## src/rtl/demokit_vga_pkg.sv

```systemverilog
// Shared 640x480@60 timing constants and the TinyVGA PMOD bit layout for the demokit VGA path.
// Used by vga_timing_gen (optional PMOD packing enabled by VGA_PMOD_PACK_EN).
package demokit_vga_pkg;

   localparam int H_DISPLAY = 640;
   localparam int H_FRONT   = 16;
   localparam int H_SYNC    = 96;
   localparam int H_BACK    = 48;
   localparam int V_DISPLAY = 480;
   localparam int V_FRONT   = 10;
   localparam int V_SYNC    = 2;
   localparam int V_BACK    = 33;

   localparam int H_TOTAL      = H_DISPLAY + H_FRONT + H_SYNC + H_BACK;
   localparam int V_TOTAL      = V_DISPLAY + V_FRONT + V_SYNC + V_BACK;
   localparam int H_SYNC_START = H_DISPLAY + H_FRONT;
   localparam int H_SYNC_END   = H_SYNC_START + H_SYNC;
   localparam int V_SYNC_START = V_DISPLAY + V_FRONT;
   localparam int V_SYNC_END   = V_SYNC_START + V_SYNC;

   localparam int   POS_W    = 10;
   localparam logic SYNC_POL = 1'b0;

   // Bit positions inside the 6-bit rgb bus {R1,R0,G1,G0,B1,B0}
   localparam int RGB_R1 = 5;
   localparam int RGB_R0 = 4;
   localparam int RGB_G1 = 3;
   localparam int RGB_G0 = 2;
   localparam int RGB_B1 = 1;
   localparam int RGB_B0 = 0;

   // Half-open window test lo <= pos < hi on a position counter
   function automatic logic in_window(input logic [POS_W-1:0] pos, input int lo, input int hi);
      return (pos >= POS_W'(lo)) && (pos < POS_W'(hi));
   endfunction

endpackage

```

## src/rtl/vga_timing_gen.sv

```systemverilog
// Free-running VGA timing generator: registered sync, blanking, coordinates and strobes.
// Define VGA_PMOD_PACK_EN to add the rgb input and the packed TinyVGA PMOD byte on uo_out.
module vga_timing_gen
   import demokit_vga_pkg::*;
#(
   parameter int   H_DISPLAY = demokit_vga_pkg::H_DISPLAY,
   parameter int   H_FRONT   = demokit_vga_pkg::H_FRONT,
   parameter int   H_SYNC    = demokit_vga_pkg::H_SYNC,
   parameter int   H_BACK    = demokit_vga_pkg::H_BACK,
   parameter int   V_DISPLAY = demokit_vga_pkg::V_DISPLAY,
   parameter int   V_FRONT   = demokit_vga_pkg::V_FRONT,
   parameter int   V_SYNC    = demokit_vga_pkg::V_SYNC,
   parameter int   V_BACK    = demokit_vga_pkg::V_BACK,
   parameter logic SYNC_POL  = demokit_vga_pkg::SYNC_POL
) (
   input  logic             clk,
   input  logic             rst_n,
   input  logic             ena,
`ifdef VGA_PMOD_PACK_EN
   input  logic [5:0]       rgb,
   output logic [7:0]       uo_out,
`endif
   output logic             hsync,
   output logic             vsync,
   output logic             display_on,
   output logic [POS_W-1:0] hpos,
   output logic [POS_W-1:0] vpos,
   output logic             line_start,
   output logic             frame_start,
   output logic [7:0]       frame
);

   localparam int LINE_LEN    = H_DISPLAY + H_FRONT + H_SYNC + H_BACK;
   localparam int FRAME_LINES = V_DISPLAY + V_FRONT + V_SYNC + V_BACK;
   localparam int HS_START    = H_DISPLAY + H_FRONT;
   localparam int HS_END      = HS_START + H_SYNC;
   localparam int VS_START    = V_DISPLAY + V_FRONT;
   localparam int VS_END      = VS_START + V_SYNC;

   logic [POS_W-1:0] hpos_reg, hpos_next;
   logic [POS_W-1:0] vpos_reg, vpos_next;
   logic [7:0]       frame_reg, frame_next;
   logic             started_reg;
   logic             hsync_reg, hsync_next;
   logic             vsync_reg, vsync_next;
   logic             display_on_reg, display_on_next;
   logic             line_start_reg, line_start_next;
   logic             frame_start_reg, frame_start_next;

   // The first enabled edge after reset only publishes position 0/0 with its decodes;
   // the counters start moving from the edge after that.
   always_comb begin
      hpos_next  = hpos_reg;
      vpos_next  = vpos_reg;
      frame_next = frame_reg;
      if (started_reg) begin
         if (hpos_reg == POS_W'(LINE_LEN - 1)) begin
            hpos_next = '0;
            if (vpos_reg == POS_W'(FRAME_LINES - 1)) begin
               vpos_next  = '0;
               frame_next = frame_reg + 8'd1;
            end else begin
               vpos_next = vpos_reg + 1'b1;
            end
         end else begin
            hpos_next = hpos_reg + 1'b1;
         end
      end
   end

   // Decodes use the next counts so each registered flag matches the position shown with it
   always_comb begin
      hsync_next       = in_window(hpos_next, HS_START, HS_END) ? SYNC_POL : ~SYNC_POL;
      vsync_next       = in_window(vpos_next, VS_START, VS_END) ? SYNC_POL : ~SYNC_POL;
      display_on_next  = (hpos_next < POS_W'(H_DISPLAY)) && (vpos_next < POS_W'(V_DISPLAY));
      line_start_next  = (hpos_next == '0);
      frame_start_next = (hpos_next == '0) && (vpos_next == '0);
   end

   always_ff @(posedge clk or negedge rst_n) begin
      if (!rst_n) begin
         hpos_reg        <= '0;
         vpos_reg        <= '0;
         frame_reg       <= '0;
         started_reg     <= 1'b0;
         hsync_reg       <= ~SYNC_POL;
         vsync_reg       <= ~SYNC_POL;
         display_on_reg  <= 1'b0;
         line_start_reg  <= 1'b0;
         frame_start_reg <= 1'b0;
      end else if (ena) begin
         hpos_reg        <= hpos_next;
         vpos_reg        <= vpos_next;
         frame_reg       <= frame_next;
         started_reg     <= 1'b1;
         hsync_reg       <= hsync_next;
         vsync_reg       <= vsync_next;
         display_on_reg  <= display_on_next;
         line_start_reg  <= line_start_next;
         frame_start_reg <= frame_start_next;
      end
   end

   assign hpos        = hpos_reg;
   assign vpos        = vpos_reg;
   assign frame       = frame_reg;
   assign hsync       = hsync_reg;
   assign vsync       = vsync_reg;
   assign display_on  = display_on_reg;
   assign line_start  = line_start_reg;
   assign frame_start = frame_start_reg;

`ifdef VGA_PMOD_PACK_EN
   logic [5:0] rgb_vis;
   logic [7:0] uo_out_reg;

   // rgb is computed by the pixel path from the current hpos/vpos, so it pairs with the current syncs
   assign rgb_vis = display_on_reg ? rgb : 6'd0;

   always_ff @(posedge clk or negedge rst_n) begin
      if (!rst_n) begin
         uo_out_reg <= '0;
      end else if (ena) begin
         uo_out_reg <= {hsync_reg, rgb_vis[RGB_B0], rgb_vis[RGB_G0], rgb_vis[RGB_R0],
                        vsync_reg, rgb_vis[RGB_B1], rgb_vis[RGB_G1], rgb_vis[RGB_R1]};
      end
   end

   assign uo_out = uo_out_reg;
`endif

endmodule
```

## config.mk

```make
export PLATFORM = sky130hd
export DESIGN_NAME = vga_timing_gen
export DESIGN_NICKNAME = d
export VERILOG_FILES = /design/src/rtl/demokit_vga_pkg.sv /design/src/rtl/vga_timing_gen.sv
export SDC_FILE = /design/constraint.sdc
export NUM_CORES = 1
export LEC_CHECK = 0
export ABC_AREA = 1
export CAP_MARGIN = 5
export CORE_ASPECT_RATIO = 0.5
export CORE_MARGIN = 1.5
export CORE_UTILIZATION = 49
export DETAILED_ROUTE_END_ITERATION = 6
export DONT_BUFFER_PORTS = 1
export MAX_ROUTING_LAYER = met4
export PLACE_DENSITY = 0.72
export SETUP_SLACK_MARGIN = 0.15
export SLEW_MARGIN = 25
export SYNTH_ARGS = -nofsm -noshare
export SYNTH_HDL_FRONTEND = slang
export SYNTH_SLANG_ARGS = --single-unit
export TNS_END_PERCENT = 1
```

## constraint.sdc

```tcl
create_clock -name clk -period 4.45 [get_ports clk]
set_input_delay 0.445 -clock clk [delete_from_list [all_inputs] [get_ports clk]]
set_output_delay 0.445 -clock clk [all_outputs]
set_load 0.02 [all_outputs]
```

Word level (Yosys, flattened, before mapping)

Index checks and enable logic that the tools add are counted.
W data, S select, Z words.

$add $sub $neg: 3
$mul: 0
Divide/modulo/power cells: 0
$lt $le $gt $ge: 6
Eq/ne operators: 2
Shift operators: 0
Mux-type cells: 7
Bitwise logic cells: 0
Reductions and logical operators: 7

Operators with widths:

| kind                    | number |
|---|---|
| $mux W10                | 5 |
| $add A10 B1 Y10 const B | 2 |
| $eq A10 B10 Y1 const B  | 2 |
| $logic_not A10 Y1       | 2 |
| $lt A10 B10 Y1 const B  | 2 |
| $lt A10 B9 Y1 const B   | 2 |
| $ge A10 B10 Y1 const B  | 1 |
| $ge A10 B9 Y1 const B   | 1 |
| $add A8 B1 Y8 const B   | 1 |
| $logic_and A1 B1 Y1     | 4 |
| $reduce_and A4 Y1       | 1 |
| $mux W1                 | 2 |

Flip-flop bits (word level): 34
Latch bits: 0
Memory bits (writable): 0
Memory bits (read-only): 0
Bits of input ports: 3
Logic and storage cells: 34
Memories kept: 0

Depth between registers and ports, before layout

Gate-level depths: netlist of the first run.

Depth in word-level cells: 7
Mapped depth: 14
Depth with buffers taken out: 14

Least setup slack after synthesis of the first run

OpenSTA, ideal clock, no wires.

Kind: register to register
Start point: reg hpos_reg[1], in the netlist hpos[1]
End point: reg display_on_reg, in the netlist display_on
Setup time: 0.116 ns
Arrival: 1.759 ns
Data required time: 4.334 ns
Path slack: 2.575 ns
Cell stages (with the launch flop): 14
Period minus slack after synthesis: 1.875 ns
Path through: dfrtp_1 -> ha_1 -> inv_1 -> nor2_2 -> nand3_4 -> nor2_8 -> buf_6 -> nand4_1 -> nand2_1 -> nand2_1 -> nor2_2 -> nand3b_1 -> nand2_1 -> nand2_1

Longest elaborated chain between the ends: 5
Elaborated cells on any way between the ends: 9
Those cells by class: add/sub (1); order compare (2); eq/ne (1); mux (4); reduce/logical (1)

Ends and longest elaborated chain:

| item                                              | line                                       | text |
|---|---|---|
| from (decl)                                       | vga_timing_gen.sv:40                       | `logic [POS_W-1:0] hpos_reg, hpos_next;` |
| from (signal assigned)                            | vga_timing_gen.sv:92                       | `hpos_reg <= hpos_next;` |
| $add A10 B1 Y10 or $eq A10 B10 Y1 (tied branches) | vga_timing_gen.sv:66, vga_timing_gen.sv:57 |  |
| $mux W10                                          | vga_timing_gen.sv:57                       | `if (hpos_reg == POS_W'(LINE_LEN - 1)) begin` |
| $mux W10                                          | vga_timing_gen.sv:56                       | `if (started_reg) begin` |
| $lt A10 B10 Y1 or $lt A10 B9 Y1 (tied branches)   | vga_timing_gen.sv:75                       | `display_on_next = (hpos_next < POS_W'(H_DISPLAY)) && (vpos_next < POS_W'(V_DISPLAY));` |
| $logic_and A1 B1 Y1 (*)                           | vga_timing_gen.sv:75                       |  |
| to (signal assigned)                              | vga_timing_gen.sv:98                       | `display_on_reg <= display_on_next;` |
| to (decl)                                         | vga_timing_gen.sv:46                       | `logic display_on_reg, display_on_next;` |

Mark *: on every way between the ends. The rest lies on a longest branch, timed or not.
A chain may end at the register's enable or synchronous reset.

Final worst setup path of the first run

Start point: reg started_reg
End point: reg display_on_reg, in the netlist display_on

Longest elaborated chain between the ends: 3
Elaborated cells on any way between the ends: 5
Those cells by class: order compare (2); mux (2); reduce/logical (1)

Ends and longest elaborated chain:

| item                                            | line                 | text |
|---|---|---|
| from (decl)                                     | vga_timing_gen.sv:43 | `logic started_reg;` |
| from (signal assigned)                          | vga_timing_gen.sv:85 | `started_reg <= 1'b0;` |
| from (signal assigned)                          | vga_timing_gen.sv:95 | `started_reg <= 1'b1;` |
| $mux W10                                        | vga_timing_gen.sv:56 |  |
| $lt A10 B10 Y1 or $lt A10 B9 Y1 (tied branches) | vga_timing_gen.sv:75 |  |
| $logic_and A1 B1 Y1 (*)                         | vga_timing_gen.sv:75 |  |

Marked as above.

==> metrics.txt, run 1 <==
status finished, final reports clean; fraction of layout cells with a size suffix above 1 0.119; Avg Inst Size Synth 7.03 um^2; Worst Path Max Fanout 20; Hold Path Sink vpos[0]$_DFFE_PN0P_; Final TNS setup 0 ps; Fmax achieved 435 MHz; worst r2r dst display_on$_DFFE_PN0P_; TritonCTS clock tree built; Vias/cell 5.25; Die X 100 um; Worst IR Drop VDD 0.199 mV; Starting Density 0.516; Tmin final 2300 ps; Seq/Total Area, Yosys 0.370; Congestion Overflow GR 0; cell family with most CP delay simple AND/OR/NAND/NOR gates; Flop pwr share 0.487; Finished Layout Cells 385; CTS Buf Count 5; H-tree depth 2; Net Sw Power 392 uW; Detailed Routing Iterations Pass 1 4; Reg clk slew, reported paths 70 ps; Remaining DRCs 0; dpl cells 375; I/O Pins 36; Yosys top cell by area dfrtp_1; final hold violations 0; root buffer cell clkbuf_8; RSZ-0062 raised after global routing no; CP endpoint kind register; DR WL/cell 13.2 um; worst reg2reg path startpoint started_reg$_DFFE_PN0P_; vias 2020; Critical Path Max Stage Delay 750 ps; Leakage Power 0.00128 uW; Worst Tran Pin Value 842 ps; Synth top area share 0.347; Hold Crit Depth 1; Num Clock Sinks 34; Max Cap Viol 0; hold crit path type in2reg; syn nets 335; Yosys cell types 33; worst reg2reg path depth 13; core box area 4470 um^2; Total Wirelength 5060 um; fillers 456; Max transition margin 0.438; largest net degree at the start of global routing 35; Pint 602 uW; critical path launch point type register; R2R Setup Slk 2150 ps; Buf/Inv on CP 2; dominant cells by area after synthesis dfrtp_1 35%, nand2_1 17%, nand3_1 6.1%; dpl hpwl 3790 um; CP Class reg2reg; synthesized instance count 328; PortBufs 0; synth-to-layout area growth 6.79%; Final period util 0.517; Die Y 51.5 um; CP max stage cell dfrtp_1; Slew Limit Fails 0; die area 5150 um^2; synthesized area 2300 um^2; Clock power frac 0.285; row count 17; post-route ant nets 0; Clock Latency Late Sink 290 ps; Routability Congestion 0.916; Sw Ratio 0.395; combinational group share of total power 0.228; final core area utilization 0.551; skew final 6.39 ps; first-pass GRT wire length 8940 um; Yosys warnings 0; Yosys reg bits 34; 1st-iter DRT viols 66; hold path startpoint ena; GRT Resource Usage Total 0.232; P per Cell Area 404 nW/um^2; final setup vio count 0; Diodes inserted 0; initial antenna violation count 0; vias in the first global route 1933; CTS Buffer Depth 2; Critical Path AT 2470 ps; cells along the critical path inv_1 -> nor2_1 -> nand2_1 -> nor2_1 -> nand2_1 -> nand2_1 -> inv_1 -> nor2_1 -> nor2_2 -> nor2_1 -> nor2_1 -> nand2_1 -> nand2_1; Final nets 334; critical path required time 4620 ps
-- Yosys cell counts (all sizes together) --
library cell and n:
buf 4, nand3 32, nand4 10, o21ai 24, or2 2, ha 4
nor2 47, nor3 4, clkbuf 6, nand3b 2, dfstp 2, xor2 6
dfrtp 32, o21a 2, inv 38, clkinv 1, o22ai 1, nand2 108
xnor2 3
-- through the flow --
step           worst slack, ps  hold slack (ps)  power, uW  cell area [um^2]
6_report                  2150              249        995              2460
5_1_grt                   1850              247       1070              2460
4_1_cts                   2180              245       1000              2460
3_5_place_dp              2200              150        709              2320
3_3_place_gp              2240              150        701              2320
2_1_floorplan             2580              149        653              2300
-- per-layer routing --
layer	share of wire	routed length, um	vias to the layer above	track usage
met2	0.45	2300	43	0.357
met4	0.010	53	0	0.0657
met1	0.47	2400	936	0.309
li1	-	-	1035	-
met5	0	0	-	-
met3	0.061	310	6	0.0605
-- worst max path at each step --
stage / start / endpoint / slack [ps] / depth (start not counted)
floorplan: hpos[1]$_DFFE_PN0P_ / display_on$_DFFE_PN0P_ / 2580 / 13
global placement: started_reg$_DFFE_PN0P_ / frame_start$_DFFE_PN0P_ / 2240 / 13
detailed placement: started_reg$_DFFE_PN0P_ / display_on$_DFFE_PN0P_ / 2200 / 13
CTS: started_reg$_DFFE_PN0P_ / display_on$_DFFE_PN0P_ / 2180 / 13
global route: started_reg$_DFFE_PN0P_ / display_on$_DFFE_PN0P_ / 1850 / 13
finish: started_reg$_DFFE_PN0P_ / display_on$_DFFE_PN0P_ / 2150 / 13
-- power by group through the flow --
stage	Clock (uW)	Combinational, uW	Sequential (uW)
after floorplan	0	193	460
after global placement	0	213	488
after detailed placement	0	218	490
after CTS	289	229	484
after global routing	305	267	495
final	283	227	484
-- logic make-up after synthesis --
| group | synth area share |
|---|---|
| XOR/XNOR | 0.0342 |
| buffers and inverters | 0.0874 |
| flip-flops | 0.370 |
| AND/OR/NAND/NOR | 0.425 |
| adder cells (fa/ha/maj) | 0.0217 |
| AO/OA/AOI/OAI | 0.0613 |
-- cell usage in the layout (no fill, tap or decap), types with 3 or more instances in the layout --
master	Yosys	routed
inv_1	33	33
nand3_2	3	3
nand2_1	103	103
xor2_1	6	6
inv_2	4	4
nor2_1	36	36
nand3_1	28	28
nor3_1	3	3
ha_1	4	4
xnor2_1	3	3
dfrtp_1	32	32
nand4_1	9	9
o21ai_0	23	23
nor2_2	7	7
clkbuf_8	0	5
nand2_2	4	4
-- repair_timing --
item | in CTS | in global routing
hold endpoints to repair | 34 | 0
hold buffers | 2 | 0
gates resized for setup | 0 | 0
setup buffers | 0 | 0
-- area by class of cell --
cell class	instances	area [um^2]	area share
multi-input cells	245	1250	0.508
flip-flops and latches	34	853	0.347
inverters	39	150	0.0610
clock buffers	7	76.3	0.0310
well taps	57	71.3	0.0290
clock inverters	1	30.0	0.0122
repair buffers	2	30.0	0.0122
Power figures use the tool's default switching activity.
==> inputs of run 2 (changes only) <==
--- a/config.mk
+++ b/config.mk
@@ -13,7 +13,7 @@
 export DETAILED_ROUTE_END_ITERATION = 6
 export DONT_BUFFER_PORTS = 1
 export MAX_ROUTING_LAYER = met4
-export PLACE_DENSITY = 0.72
+export PLACE_DENSITY = 0.74
 export SETUP_SLACK_MARGIN = 0.15
 export SLEW_MARGIN = 25
 export SYNTH_ARGS = -nofsm -noshare
==> constraint.sdc (replaced) <==
create_clock -name clk -period 2.03 [get_ports clk]
set_input_delay 0.203 -clock clk [delete_from_list [all_inputs] [get_ports clk]]
set_output_delay 0.203 -clock clk [all_outputs]
set_load 0.02 [all_outputs]
==> run 2 against run 1 <==
  * Core utilization is 5.7 points higher
  * Sequential power increased by 84%
  * Die area stayed put
  * Clock skew is 3.1 ps higher
  * Maximum frequency grew 21%
  * Sequential cell count is the same
  * Largest cell class unchanged
  * Largest power group unchanged
==> metrics.txt, run 2 (synthesized netlist as in run 1, its figures left out) <==
row count 17 (unchanged); vias in the first global route 2151 (was 1933); Tmin final 1910 ps (was 2300 ps); Fmax achieved 524 MHz (was 435 MHz); Buf/Inv on CP 1 (was 2); initial antenna violation count 0 (unchanged); root buffer cell clkbuf_8 (unchanged); Remaining DRCs 0 (unchanged); final setup vio count 0 (unchanged); hold crit path type in2reg (unchanged); Total Wirelength 5880 um (was 5060 um); Max Cap Viol 0 (unchanged); Worst IR Drop VDD 0.387 mV (was 0.199 mV); CP Class reg2reg (unchanged); status finished, final reports clean (unchanged); Starting Density 0.516 (unchanged); Final period util 0.940 (was 0.517); Routability Congestion 0.999 (was 0.916); TritonCTS clock tree built (unchanged); Worst Tran Pin Value 476 ps (was 842 ps); Die X 100 um (unchanged); vias 2250 (was 2020); Reg clk slew, reported paths 70 ps (about the same); first-pass GRT wire length 9800 um (was 8940 um); P per Cell Area 847 nW/um^2 (was 404 nW/um^2); final worst setup slack 122 ps (was 2150 ps); final hold violations 0 (unchanged); Diodes inserted 0 (unchanged); Placed Area 2510 um^2 (was 2320 um^2); I/O Pins 36 (unchanged); largest net degree at the start of global routing 35 (unchanged); CP endpoint kind register (unchanged); Finished Cell Area 2720 um^2 (was 2460 um^2); highest-count cells in the layout ignoring fill and taps 102 x nand2_1, 34 x nor2_1, 32 x dfrtp_1 (was 103 x nand2_1, 36 x nor2_1, 33 x inv_1); critical path launch point type register (unchanged); critical path required time 2220 ps (was 4620 ps); Hold Worst Slack 20.0 ps (was 249 ps); Pwr Total 2300 uW (was 995 uW); cells along the critical path ha_2 -> inv_1 -> nor2_4 -> nand3_4 -> nor2_8 -> nand3_1 -> o21ai_1 -> nand2_1 -> nor2_2 -> nand3b_1 -> nand2_1 -> nand2_1 (was inv_1 -> nor2_1 -> nand2_1 -> nor2_1 -> nand2_1 -> nand2_1 -> inv_1 -> nor2_1 -> nor2_2 -> nor2_1 -> nor2_1 -> nand2_1 -> nand2_1); DR WL/cell 14.2 um (was 13.2 um); Final nets 362 (was 334); die area 5150 um^2 (unchanged); Vias/cell 5.45 (was 5.25); cell family with most CP delay simple AND/OR/NAND/NOR gates (unchanged); CP max stage cell dfrtp_1 (unchanged); post-route ant nets 0 (unchanged); Critical Path AT 2100 ps (was 2470 ps); Detailed Routing Iterations Pass 1 4 (unchanged); fraction of layout cells with a size suffix above 1 0.222 (was 0.119); Clock Latency Late Sink 300 ps (was 290 ps); CP dominant cell by count nand2_1; RSZ-0062 raised after global routing yes (was no); CTS Buf Count 5 (unchanged); PortBufs 0 (unchanged); Max transition margin 0.682 (was 0.438); synth-to-layout area growth 17.9% (was 6.79%); core box area 4470 um^2 (unchanged); Worst Path Max Fanout 8 (was 20); Congestion Overflow GR 0 (unchanged); dpl hpwl 4260 um (was 3790 um); skew final 9.49 ps (was 6.39 ps); Num Clock Sinks 34 (unchanged); 1st-iter DRT viols 157 (was 66); Critical Path Max Stage Delay 390 ps (was 750 ps); H-tree depth 2 (unchanged); Die Y 51.5 um (unchanged); most common cell after layout, fill and taps aside nand2_1 (unchanged); GRT Resource Usage Total 0.255 (was 0.232); Slew Limit Fails 0 (unchanged); CTS Buffer Depth 2 (unchanged); Leakage Power 0.00141 uW (was 0.00128 uW); Placement Setup Slack 141 ps (was 2200 ps)
==> run 2: cell count changes in the layout (fill, tap and decap cells not counted), moves of 2 or more <==
cell and delta:
inv_2 +3, inv_1 -3, o21ai_0 -2, nor2_4 +2, buf_4 +26, ha_1 -3, nor2_1 -2, ha_2 +2
clkbuf_1 -2, o21ai_1 +2
==> run 2: final cells by class <==
cell class              instances  area [um^2]
well taps                      57         71.3
clock buffers                   6         82.6
fillers                       391         1750
inverters                      39          150
flip-flops and latches         34          853
repair buffers                 30          246
clock inverters                 2         12.5
multi-input cells             245         1300
==> run 2: power breakdown <==
part           switching (uW)  internal [uW]
logic                     563            311
clock network             267            273
registers                 118            772
==> run 2: per-stage QoR <==
step / cells / utilization / TNS (ps)
after global placement: 400 / 0.562 / 0
final: 413 / 0.608 / 0
after detailed placement: 400 / 0.562 / 0
after CTS: 411 / 0.593 / 0
after floorplan: 328 / - / 0
after global routing: 413 / 0.608 / -7.09
==> run 2: repair_timing <==
| item | 4_1_cts | 5_1_grt |
|---|---|---|
| setup endpoints to repair | 3 | 16 |
| hold buffers | 3 | 0 |
| endpoints found under the hold margin | 35 | 0 |
| setup buffers | 0 | 2 |
| pin swaps | 0 | 5 |
| gates resized for setup | 0 | 18 |
==> run 2: final timing paths <==
check,startpoint,end,slack [ps],cells past startpoint
min in group asynchronous,rst_n,vpos[6]$_DFFE_PN0P_,350,2
hold / removal,ena,vpos[0]$_DFFE_PN0P_,20,1
setup / recovery,hpos[1]$_DFFE_PN0P_,display_on$_DFFE_PN0P_,120,12
max in group asynchronous,rst_n,vsync$_DFFE_PN1P_,1430,2
hold reg to reg,vsync$_DFFE_PN1P_,vsync$_DFFE_PN1P_,550,2
setup reg to reg,hpos[1]$_DFFE_PN0P_,display_on$_DFFE_PN0P_,120,12
==> run 2: worst register-to-register path, cell delays in order (launching register included) <==
cell and delay (ps):
dfrtp_1 390, ha_2 200, inv_1 70, nor2_4 110, nand3_4 100, nor2_8 200
nand3_1 100, o21ai_1 140, nand2_1 140, nor2_2 150, nand3b_1 100, nand2_1 70
nand2_1 40
==> run 2: per-layer routing <==
| layer | part of all wire | global-route usage |
|---|---|---|
| met1 | 0.42 | 0.308 |
| met2 | 0.47 | 0.420 |
| met3 | 0.086 | 0.0605 |
| met4 | 0.020 | 0.106 |
| met5 | 0 | - |
